===== src/rtl/alu_multicycle_if.sv =====
// Operand/result bundle for alu_multicycle: requester drives A/B/ALU_FUN/Enable.
// The ALU returns ALU_OUT with a OUT_VALID pulse, BUSY and DIV_ERR.
interface alu_multicycle_if #(
  parameter int DATA_WIDTH = 8,
  parameter int FUN_BITS   = 4
);
  logic [DATA_WIDTH-1:0]   A;
  logic [DATA_WIDTH-1:0]   B;
  logic [FUN_BITS-1:0]     ALU_FUN;
  logic                    Enable;
  logic [2*DATA_WIDTH-1:0] ALU_OUT;
  logic                    OUT_VALID;
  logic                    BUSY;
  logic                    DIV_ERR;

  modport master (
    output A, B, ALU_FUN, Enable,
    input  ALU_OUT, OUT_VALID, BUSY, DIV_ERR
  );

  modport slave (
    input  A, B, ALU_FUN, Enable,
    output ALU_OUT, OUT_VALID, BUSY, DIV_ERR
  );
endinterface


===== src/rtl/alu_multicycle.sv =====
// 16-op registered ALU: result 1 cycle after accept; with ALU_ITER_DIV_EN defined, divide takes W+1 cycles.
// BUSY (iterative divide only) makes Enable be ignored; without ALU_ITER_DIV_EN the divider is combinational.
module alu_multicycle #(
  parameter int DATA_WIDTH = 8,
  parameter int FUN_BITS   = 4
) (
  input logic             CLK,
  input logic             RST,
  alu_multicycle_if.slave bus
);
  localparam int W = DATA_WIDTH;

  logic [W-1:0]   op_a_q, op_b_q;
  logic [3:0]     fun_q;
  logic           pend_q;
  logic [2*W-1:0] alu_out_q;
  logic           out_valid_q, div_err_q;
  logic [2*W-1:0] res_c;
  logic           err_c;
  logic [W:0]     sum_c, dif_c;
  logic           busy, accept, start_div, div_done;
  logic [2*W-1:0] div_res;

  assign accept = bus.Enable && !busy;

`ifdef ALU_ITER_DIV_EN
  localparam int CW = $clog2(W + 1);
  typedef enum logic [1:0] {IDLE, DIV, DONE} state_t;
  state_t        state_q, state_d;
  logic [W-1:0]  quo_q, quo_d, rem_q, rem_d;
  logic [CW-1:0] cnt_q, cnt_d;
  logic [W:0]    shl_c, trial_c;

  assign start_div = accept && (bus.ALU_FUN[3:0] == 4'b0011) && (bus.B != '0);
  assign busy      = (state_q == DIV);
  assign div_done  = (state_q == DONE);
  assign div_res   = {rem_q, quo_q};

  always_comb begin
    state_d = state_q;
    quo_d   = quo_q;
    rem_d   = rem_q;
    cnt_d   = cnt_q;
    shl_c   = {rem_q, quo_q[W-1]};
    trial_c = shl_c - {1'b0, op_b_q};
    case (state_q)
      DIV: begin
        // trial difference borrows (bit W set) exactly when shifted remainder < divisor
        if (!trial_c[W]) begin
          rem_d = trial_c[W-1:0];
          quo_d = {quo_q[W-2:0], 1'b1};
        end else begin
          rem_d = shl_c[W-1:0];
          quo_d = {quo_q[W-2:0], 1'b0};
        end
        cnt_d = cnt_q + CW'(1);
        if (cnt_q == CW'(W - 1)) state_d = DONE;
      end
      DONE:    state_d = IDLE;
      default: state_d = state_q;
    endcase
    if (start_div) begin
      state_d = DIV;
      quo_d   = bus.A;
      rem_d   = '0;
      cnt_d   = '0;
    end
  end

  always_ff @(posedge CLK or negedge RST) begin
    if (!RST) begin
      state_q <= IDLE;
      quo_q   <= '0;
      rem_q   <= '0;
      cnt_q   <= '0;
    end else begin
      state_q <= state_d;
      quo_q   <= quo_d;
      rem_q   <= rem_d;
      cnt_q   <= cnt_d;
    end
  end
`else
  assign busy      = 1'b0;
  assign start_div = 1'b0;
  assign div_done  = 1'b0;
  assign div_res   = '0;
`endif

  always_comb begin
    res_c = '0;
    err_c = 1'b0;
    sum_c = {1'b0, op_a_q} + {1'b0, op_b_q};
    dif_c = {1'b0, op_a_q} - {1'b0, op_b_q};
    case (fun_q)
      4'b0000: res_c = {{(W-1){1'b0}}, sum_c};
      4'b0001: res_c = {{(W-1){1'b0}}, dif_c};
      4'b0010: res_c = {{W{1'b0}}, op_a_q} * {{W{1'b0}}, op_b_q};
      4'b0011: begin
        if (op_b_q == '0) begin
          res_c = {op_a_q, {W{1'b1}}};
          err_c = 1'b1;
        end
`ifndef ALU_ITER_DIV_EN
        else res_c = {op_a_q % op_b_q, op_a_q / op_b_q};
`endif
      end
      4'b0100: res_c = {{W{1'b0}}, op_a_q & op_b_q};
      4'b0101: res_c = {{W{1'b0}}, op_a_q | op_b_q};
      4'b0110: res_c = {{W{1'b0}}, ~(op_a_q & op_b_q)};
      4'b0111: res_c = {{W{1'b0}}, ~(op_a_q | op_b_q)};
      4'b1000: res_c = {{W{1'b0}}, op_a_q ^ op_b_q};
      4'b1001: res_c = {{W{1'b0}}, ~(op_a_q ^ op_b_q)};
      4'b1010: res_c = {{(2*W-1){1'b0}}, op_a_q == op_b_q};
      4'b1011: res_c = {{(2*W-2){1'b0}}, op_a_q > op_b_q, 1'b0};
      4'b1100: res_c = {{(2*W-1){1'b0}}, op_a_q < op_b_q};
      4'b1101: res_c = {{(W+1){1'b0}}, op_a_q[W-1:1]};
      4'b1110: res_c = {{(W-1){1'b0}}, op_a_q, 1'b0};
      default: res_c = '0;
    endcase
  end

  // Divide completion and single-cycle results never coincide: nothing is accepted while in DIV.
  always_ff @(posedge CLK or negedge RST) begin
    if (!RST) begin
      op_a_q      <= '0;
      op_b_q      <= '0;
      fun_q       <= '0;
      pend_q      <= 1'b0;
      alu_out_q   <= '0;
      out_valid_q <= 1'b0;
      div_err_q   <= 1'b0;
    end else begin
      out_valid_q <= 1'b0;
      div_err_q   <= 1'b0;
      pend_q      <= accept && !start_div;
      if (accept) begin
        op_a_q <= bus.A;
        op_b_q <= bus.B;
        fun_q  <= bus.ALU_FUN[3:0];
      end
      if (div_done) begin
        alu_out_q   <= div_res;
        out_valid_q <= 1'b1;
      end else if (pend_q) begin
        alu_out_q   <= res_c;
        out_valid_q <= 1'b1;
        div_err_q   <= err_c;
      end
    end
  end

  assign bus.ALU_OUT   = alu_out_q;
  assign bus.OUT_VALID = out_valid_q;
  assign bus.BUSY      = busy;
  assign bus.DIV_ERR   = div_err_q;
endmodule


===== src/flat_wrapper.sv =====
// flat-port wrapper written by rule: the top's interface ports become plain ports
module alu_multicycle_flat 
#(
  parameter int DATA_WIDTH = 8,
  parameter int FUN_BITS   = 4
)
  (CLK, RST, bus_A, bus_B, bus_ALU_FUN, bus_Enable, bus_ALU_OUT, bus_OUT_VALID, bus_BUSY, bus_DIV_ERR);
  alu_multicycle_if #(.DATA_WIDTH(DATA_WIDTH), .FUN_BITS(FUN_BITS)) bus_i ();
  input logic CLK;
  input logic RST;
  input wire logic [$bits(bus_i.A)-1:0] bus_A;
  input wire logic [$bits(bus_i.B)-1:0] bus_B;
  input wire logic [$bits(bus_i.ALU_FUN)-1:0] bus_ALU_FUN;
  input wire logic [$bits(bus_i.Enable)-1:0] bus_Enable;
  output wire logic [$bits(bus_i.ALU_OUT)-1:0] bus_ALU_OUT;
  output wire logic [$bits(bus_i.OUT_VALID)-1:0] bus_OUT_VALID;
  output wire logic [$bits(bus_i.BUSY)-1:0] bus_BUSY;
  output wire logic [$bits(bus_i.DIV_ERR)-1:0] bus_DIV_ERR;
  assign bus_i.A = bus_A;
  assign bus_i.B = bus_B;
  assign bus_i.ALU_FUN = bus_ALU_FUN;
  assign bus_i.Enable = bus_Enable;
  assign bus_ALU_OUT = bus_i.ALU_OUT;
  assign bus_OUT_VALID = bus_i.OUT_VALID;
  assign bus_BUSY = bus_i.BUSY;
  assign bus_DIV_ERR = bus_i.DIV_ERR;
  alu_multicycle #(.DATA_WIDTH(DATA_WIDTH), .FUN_BITS(FUN_BITS)) u_core (.CLK(CLK), .RST(RST), .bus(bus_i));
endmodule

===== config.mk =====
export PLATFORM = sky130hd
export DESIGN_NAME = alu_multicycle_flat
export DESIGN_NICKNAME = d
export VERILOG_FILES = /design/src/rtl/alu_multicycle_if.sv /design/src/rtl/alu_multicycle.sv /design/src/flat_wrapper.sv
export SDC_FILE = /design/constraint.sdc
export NUM_CORES = 1
export LEC_CHECK = 0
export ABC_AREA = 1
export BUFFER_PORTS_ARGS = -buffer_cell sky130_fd_sc_hd__buf_2
export CAP_MARGIN = 30
export CORE_MARGIN = 3
export CORE_UTILIZATION = 52
export CTS_BUF_LIST = sky130_fd_sc_hd__clkbuf_2 sky130_fd_sc_hd__clkbuf_4 sky130_fd_sc_hd__clkbuf_8
export DETAILED_ROUTE_END_ITERATION = 10
export PLACE_DENSITY = 0.84
export RECOVER_POWER = 100
export SYNTH_ARGS = -nofsm -noshare
export SYNTH_HDL_FRONTEND = slang
export SYNTH_SLANG_ARGS = --single-unit

===== constraint.sdc =====
create_clock -name CLK -period 8.2 [get_ports CLK]
set_input_delay 1.64 -clock CLK [delete_from_list [all_inputs] [get_ports CLK]]
set_output_delay 1.64 -clock CLK [all_outputs]
set_load 0.01 [all_outputs]

==> reports/results.ini, run 1 <==
[status]
status=finished with violations
failed_checks=capacitance limit, slew limit, setup timing

[worst_setup_path]
r2r-start=u_core.op_a_q[7]
critPathRequiredTime_ns=8.40
r2r_setup_slack_ns=-1.04
max_stage_delay_ns=0.44
startpoint_type=register
rr_worst_depth=67
reg2reg_to=u_core.bus.ALU_OUT[13]
path_delay_family=simple AND/OR/NAND/NOR gates
crit_slowest_cell=dfrtp_1
critPathKind=register to register
arrival_ns=9.44
critPathMostFrequentCell=nand2_2
cp_max_fo=8
cp_num_buf_inv=11
end_kind=register

[power_and_ir_drop]
p_int_w=0.00131
finalPower_w=0.00259
clkPwrFrac_pct=7.7
switching_share_pct=49.3
p_seq_share_pct=9.8
p_leak_nw=4.92
p_switching_w=0.00127
power.density_nw_per_um2=284
ir_drop_uv=361
pwr-share-comb_pct=82.5

[die]
die-height_um=122
num_rows=41
die-area_um2=14800
start_util_pct=54.2
die_width_um=122
core-area_um2=12800
boundaryPins=42

[synthesis]
synth_most_common_cell=nand2_1
syn_nets=1192
synthArstFlopShare_pct=100
yosysUniqueCellTypes=52
yosys-top-cells-count=nand2_1 (277), inv_1 (182), ha_1 (99)
seq_area_frac_synth_pct=14.0
synth_edf_count=0
synthFlopType=dfrtp_1
syn_area_per_cell_um2=6.75
synth-seq-cells=39
yosys.area.top_type=ha_1
yosysWarnings=0
synth_area_um2=6960
synth_area_leaders=ha_1 (18%), nand2_1 (15%), dfrtp_1 (14%)
synth_top_cell_area_share_pct=17.8
synthCells=1031

[run]
drv_cap=2

[worst_hold_path]
min_to=u_core.bus.ALU_OUT[14]
min_path_type=register to register
hold_depth=2
worstHoldStart=u_core.bus.ALU_OUT[14]

[cells_and_area]
synthToLayoutAreaGrowth_pct=31.1
instances_no_fill=1358
nets=1346
antenna_cells=0
drive_above_1_share_pct=26.1
fin_util_pct=71.1
design_area_um2=9120

[placement]
io_buffers=40
dp_hpwl_um=17800
dpl.cell_count=1329
post-place-ws_ns=-0.792
place_area_um2=8190
globalplace.congestion=1.01

[sta]
rsz0062_at_grt=yes
period_minus_slack_ns=9.24
finClkSkew_ns=0.00943
setup_slack_ns=-1.04
final_max_slew_viol_count=82
setup_viol=9
min_period_over_period_pct=113
finalHoldViolations=0
fmax_ghz=0.108
maxSlewHeadroom_pct=-42.1
tightest_slew_ns=2.13

[routing]
via_count=7802
via_per_inst=5.75
post-route-drc-count=0
ant_nets=0
drt-initial-drc-count=657
wl_per_cell_um=18.2
wirelength_um=24700
drtPass1Iterations=5

[grt]
grt_pass1_vias=7552
grt_use_met1_pct=38.0
antenna_found_initial=0
grt_max_degree=42
grt.busiest_layer=met2
grtUsageMet3_pct=3.48
grt_util_met2_pct=55.7
grt-ovfl-total=0
track_usage_pct=31.1
grt_pass1_wl_um=36700

[clock_tree]
clock_path_buffers=2
clk_pin_slew_ns=0.08
holdBufCountCts=0
cts_buffers=5
htreeDepth=2
cts_num_sinks=39
tritoncts=done
clock_latency_ns=0.31
cts_root_buf=clkbuf_8

-- flip-flops by register name, indices dropped and copies added, names as in the netlist --
| signal | flops |
|---|---|
| u_core.bus.ALU_OUT | 16 |
| u_core.op_a_q | 8 |
| u_core.op_b_q | 8 |
| u_core.fun_q | 4 |
| u_core.bus.DIV_ERR | 1 |
| u_core.bus.OUT_VALID | 1 |
| u_core.pend_q | 1 |
-- cells in the final DEF, fill, tap and decap left out, types with 4 or more instances in the layout --
cell type	n
a2111oi_0	4
a21oi_1	55
a21oi_2	8
and2_4	4
buf_2	20
buf_4	129
buf_6	7
clkbuf_1	20
clkbuf_8	5
dfrtp_1	38
fa_1	38
ha_1	75
ha_4	24
inv_1	167
inv_2	11
inv_4	7
nand2_1	248
nand2_2	27
nand2_4	6
nand3_1	45
nand3_2	10
nand4_1	5
nor2_1	44
nor3_1	6
nor4_1	4
o2111ai_1	4
o211ai_1	5
o21ai_0	56
o21ai_2	9
o22ai_1	11
or2_2	9
xnor2_1	4
xor2_1	17
-- cell families after synthesis --
family                     Yosys count  share of synthesized area, %
adders and majority gates          138                          29.0
xor gates and xnor gates            21                          2.64
AOI/OAI and AO/OA                  189                          15.8
buffers and inverters              217                          12.2
other                                1                        0.0539
and+or+nand+nor                    426                          26.2
DFF                                 39                          14.0
-- stage by stage --
step / setup TNS, ns / hold slack [ns]
4_1_cts: -4.44 / 0.486
5_1_grt: -11.78 / 0.520
2_1_floorplan: 0 / 0.447
3_3_place_gp: -3.65 / 0.462
3_5_place_dp: -6.48 / 0.465
6_report: -8.18 / 0.477
-- worst max path at each step --
| stage | endpoint | from | cells after the start |
|---|---|---|---|
| global placement | u_core.bus.ALU_OUT[8] | u_core.op_b_q[0] | 67 |
| floorplan | u_core.bus.ALU_OUT[14] | u_core.op_b_q[0] | 66 |
| global route | u_core.bus.ALU_OUT[8] | u_core.op_a_q[7] | 67 |
| CTS | u_core.bus.ALU_OUT[8] | u_core.op_b_q[0] | 66 |
| finish | u_core.bus.ALU_OUT[13] | u_core.op_a_q[7] | 67 |
| detailed placement | u_core.bus.ALU_OUT[8] | u_core.op_b_q[0] | 66 |
-- power groups by stage --
stage / Combinational, W / Clock [W] / Sequential (W)
2_1_floorplan: 0.00101 / 0 / 0.000255
3_3_place_gp: 0.00161 / 0 / 0.000252
3_5_place_dp: 0.00166 / 0 / 0.000253
4_1_cts: 0.00174 / 0.000198 / 0.000250
5_1_grt: 0.00231 / 0.000208 / 0.000255
6_report: 0.00213 / 0.000199 / 0.000253
-- layout make-up --
class | instances | area (um2)
well taps | 172 | 215
multi-input cells | 775 | 5830
fillers | 1002 | 3710
inverters | 187 | 729
repair buffers | 176 | 1220
clock inverters | 2 | 60.1
repair inverters | 1 | 6.26
clock buffers | 6 | 76.3
flip-flops and latches | 39 | 977
-- what timing repair did --
action / 4_1_cts / 5_1_grt
setup buffers: 6 / 14
endpoints found under the setup margin: 9 / 10
pin swaps: 11 / 78
resized for setup: 20 / 121
cloned: 0 / 1
-- routing by layer --
metal  vias to the layer above  routed length, um
met1                      3696               9610
met2                       370              12200
met5                         -                  0
li1                       3636                  -
met4                         0               1210
met3                       100               1700
-- worst reg2reg max path, delay by kind of cell, from the launching register on --
kind,cells,cell delay [ns]
xor gates and xnor gates,2,0.41
buffers and inverters,11,0.78
adders and majority gates,8,2.18
and+or+nand+nor,35,3.63
AOI/OAI and AO/OA,11,1.69
DFF,1,0.44
Note: power is estimated with default switching activity, not from simulation.
==> run 2: changes to the inputs <==
--- a/config.mk
+++ b/config.mk
@@ -9,10 +9,10 @@
 export BUFFER_PORTS_ARGS = -buffer_cell sky130_fd_sc_hd__buf_2
 export CAP_MARGIN = 30
 export CORE_MARGIN = 3
-export CORE_UTILIZATION = 52
+export CORE_UTILIZATION = 40
 export CTS_BUF_LIST = sky130_fd_sc_hd__clkbuf_2 sky130_fd_sc_hd__clkbuf_4 sky130_fd_sc_hd__clkbuf_8
 export DETAILED_ROUTE_END_ITERATION = 10
-export PLACE_DENSITY = 0.84
+export PLACE_DENSITY = 0.69
 export RECOVER_POWER = 100
 export SYNTH_ARGS = -nofsm -noshare
 export SYNTH_HDL_FRONTEND = slang
==> constraint.sdc (replaced) <==
create_clock -name CLK -period 8.2 [get_ports CLK]
set_input_delay 0.41 -clock CLK [delete_from_list [all_inputs] [get_ports CLK]]
set_output_delay 0.41 -clock CLK [all_outputs]
set_load 0.01 [all_outputs]
==> run 2 against run 1 <==
  * The run still ends with capacitance limit, slew limit, setup timing left
  * Register-to-register slack improved by 0.13 ns
  * Sequential share of layout area decreased by 0.90 points
  * Fmax increased by 1.4%
  * Count of clock-buffer cells in the layout unchanged
  * Clock power about the same
  * Sequential power about the same
  * Via count increased by 4.4%
  * First-iteration DRC count decreased by 9.7%
  * Worst hold slack got worse by 0.17 ns
  * Non-clock buffer count increased by 66
==> reports/results.ini, run 2 (synthesis results as in run 1) <==
[status]
status=finished with violations  ; unchanged
failed_checks=capacitance limit, slew limit, setup timing  ; unchanged

[die]
die-area_um2=19000  ; was 14800 um2
core-area_um2=16800  ; was 12800 um2
die_width_um=138  ; was 122 um
boundaryPins=42  ; unchanged
num_rows=47  ; was 41
start_util_pct=41.4  ; was 54.2%
die-height_um=138  ; was 122 um

[worst_setup_path]
end_kind=register  ; unchanged
rr_worst_depth=64  ; was 67
cp_max_fo=8  ; unchanged
startpoint_type=register  ; unchanged
crit_slowest_cell=dfrtp_1  ; unchanged
max_stage_delay_ns=0.42  ; was 0.44 ns
critPathKind=register to register  ; unchanged
arrival_ns=9.30  ; was 9.44 ns
critPathRequiredTime_ns=8.39  ; was 8.40 ns

[worst_hold_path]
hold_depth=3  ; was 2
min_path_type=primary input to register  ; was register to register

[placement]
io_buffers=40  ; unchanged
globalplace.congestion=1.05  ; was 1.01
dp_hpwl_um=17600  ; was 17800 um
place_area_um2=8270  ; was 8190 um2

[power_and_ir_drop]
p_leak_nw=5.28  ; was 4.92 nW
ir_drop_uv=347  ; was 361 uV
power.density_nw_per_um2=300  ; was 284 nW/um2

[clock_tree]
clock_latency_ns=0.30  ; was 0.31 ns
tritoncts=done  ; unchanged
htreeDepth=2  ; unchanged
cts_num_sinks=39  ; unchanged
cts_root_buf=clkbuf_8  ; unchanged
cts_buffers=5  ; unchanged
clk_pin_slew_ns=0.08  ; about the same
clock_path_buffers=2  ; unchanged
holdBufCountCts=0  ; unchanged

[sta]
fmax_ghz=0.110  ; was 0.108 GHz
rsz0062_at_grt=yes  ; unchanged
tightest_slew_ns=2.25  ; was 2.13 ns
period_minus_slack_ns=9.11  ; was 9.24 ns
min_period_over_period_pct=111  ; was 113%
maxSlewHeadroom_pct=-49.7  ; was -42.1%
timing.hold.ws_ns=0.310  ; was 0.477 ns
finClkSkew_ns=0.00450  ; was 0.00943 ns
setup_slack_ns=-0.908  ; was -1.04 ns
final_max_slew_viol_count=82  ; unchanged
setup_viol=10  ; was 9
finalHoldViolations=0  ; unchanged

[cells_and_area]
synthToLayoutAreaGrowth_pct=43.1  ; was 31.1%
antenna_cells=0  ; unchanged
final_common_cell=nand2_1  ; unchanged
drive_above_1_share_pct=33.3  ; was 26.1%
nets=1412  ; was 1346
design_area_um2=9950  ; was 9120 um2
largest_reg_flops=16  ; unchanged
layout_common_cells=nand2_1 (238), buf_4 (189), inv_1 (159)  ; was nand2_1 (248), inv_1 (167), buf_4 (129)

[run]
drv_cap=2  ; unchanged

[grt]
track_usage_pct=26.2  ; was 31.1%
grt_pass1_wl_um=39100  ; was 36700 um
grt_max_degree=42  ; unchanged
antenna_found_initial=0  ; unchanged
grt_pass1_vias=7822  ; was 7552
grt-ovfl-total=0  ; unchanged

[routing]
post-route-drc-count=0  ; unchanged
ant_nets=0  ; unchanged
wirelength_um=26800  ; was 24700 um
wl_per_cell_um=18.2  ; about the same
drt-initial-drc-count=593  ; was 657
drtPass1Iterations=7  ; was 5
via_per_inst=5.53  ; was 5.75
via_count=8145  ; was 7802

==> run 2: repair_timing <==
action,in CTS,in global routing
setup buffers,67,19
pin swaps,77,61
setup endpoints to repair,9,10
cloned,1,0
resized for setup,126,86
endpoints found under the hold margin,0,0
==> run 2: where the power goes <==
part           internal (W)  switching, W  leakage, nW  total, W
registers          0.000222     0.0000297        0.491  0.000252
clock network      0.000125     0.0000735       0.0688  0.000199
logic               0.00119       0.00134         4.72   0.00253
==> run 2: metrics by stage <==
stage / worst slack [ns] / util [%] / std cells / TNS [ns] / total power [W]
final: -0.908 / 59.2 / 1472 / -7.93 / 0.00298
after floorplan: 0.00878 / - / 1031 / 0 / 0.00127
after global placement: -0.569 / 49.2 / 1379 / -4.67 / 0.00187
after global routing: -1.32 / 59.2 / 1472 / -11.49 / 0.00317
after CTS: -0.300 / 56.1 / 1453 / -2.17 / 0.00252
after detailed placement: -0.897 / 49.2 / 1379 / -7.42 / 0.00189
==> run 2: area by class of cell <==
cell class / instances / area (um2)
clock buffer: 6 / 76.3
timing repair inverter: 1 / 7.51
inverter: 187 / 747
clock inverter: 2 / 60.1
sequential: 39 / 977
tap: 220 / 275
multi-input combinational: 775 / 6070
fill: 1482 / 6870
timing repair buffer: 242 / 1740
==> run 2: worst paths after layout <==
check                                  startpoint                     end  slack, ns
setup / recovery                 u_core.op_a_q[7]  u_core.bus.ALU_OUT[13]      -0.91
hold / removal                           bus_B[3]        u_core.op_b_q[3]       0.31
setup reg to reg                 u_core.op_a_q[7]  u_core.bus.ALU_OUT[13]      -0.91
hold reg to reg            u_core.bus.ALU_OUT[13]  u_core.bus.ALU_OUT[13]       0.48
max in group asynchronous                     RST        u_core.op_b_q[0]       5.98
min in group asynchronous                     RST   u_core.bus.ALU_OUT[9]       0.76
==> run 2: critical path: cells and delay by family, from the launching register on <==
kind                     cells  cell delay, ns
AND/OR/NAND/NOR             34            3.78
adder cells (fa/ha/maj)      8            2.15
flip-flops                   1            0.42
XOR/XNOR                     2            0.32
buffers and inverters       11            1.09
AO/OA/AOI/OAI                9            1.22
==> run 2: per-layer routing <==
| layer | up-vias | GRT usage [%] | part of all wire, % |
|---|---|---|---|
| met5 | - | 0 | 0 |
| met2 | 346 | 46.8 | 50 |
| met3 | 113 | 2.94 | 5.9 |
| li1 | 3775 | - | - |
| met4 | 0 | 12.6 | 5.6 |
| met1 | 3911 | 31.4 | 39 |
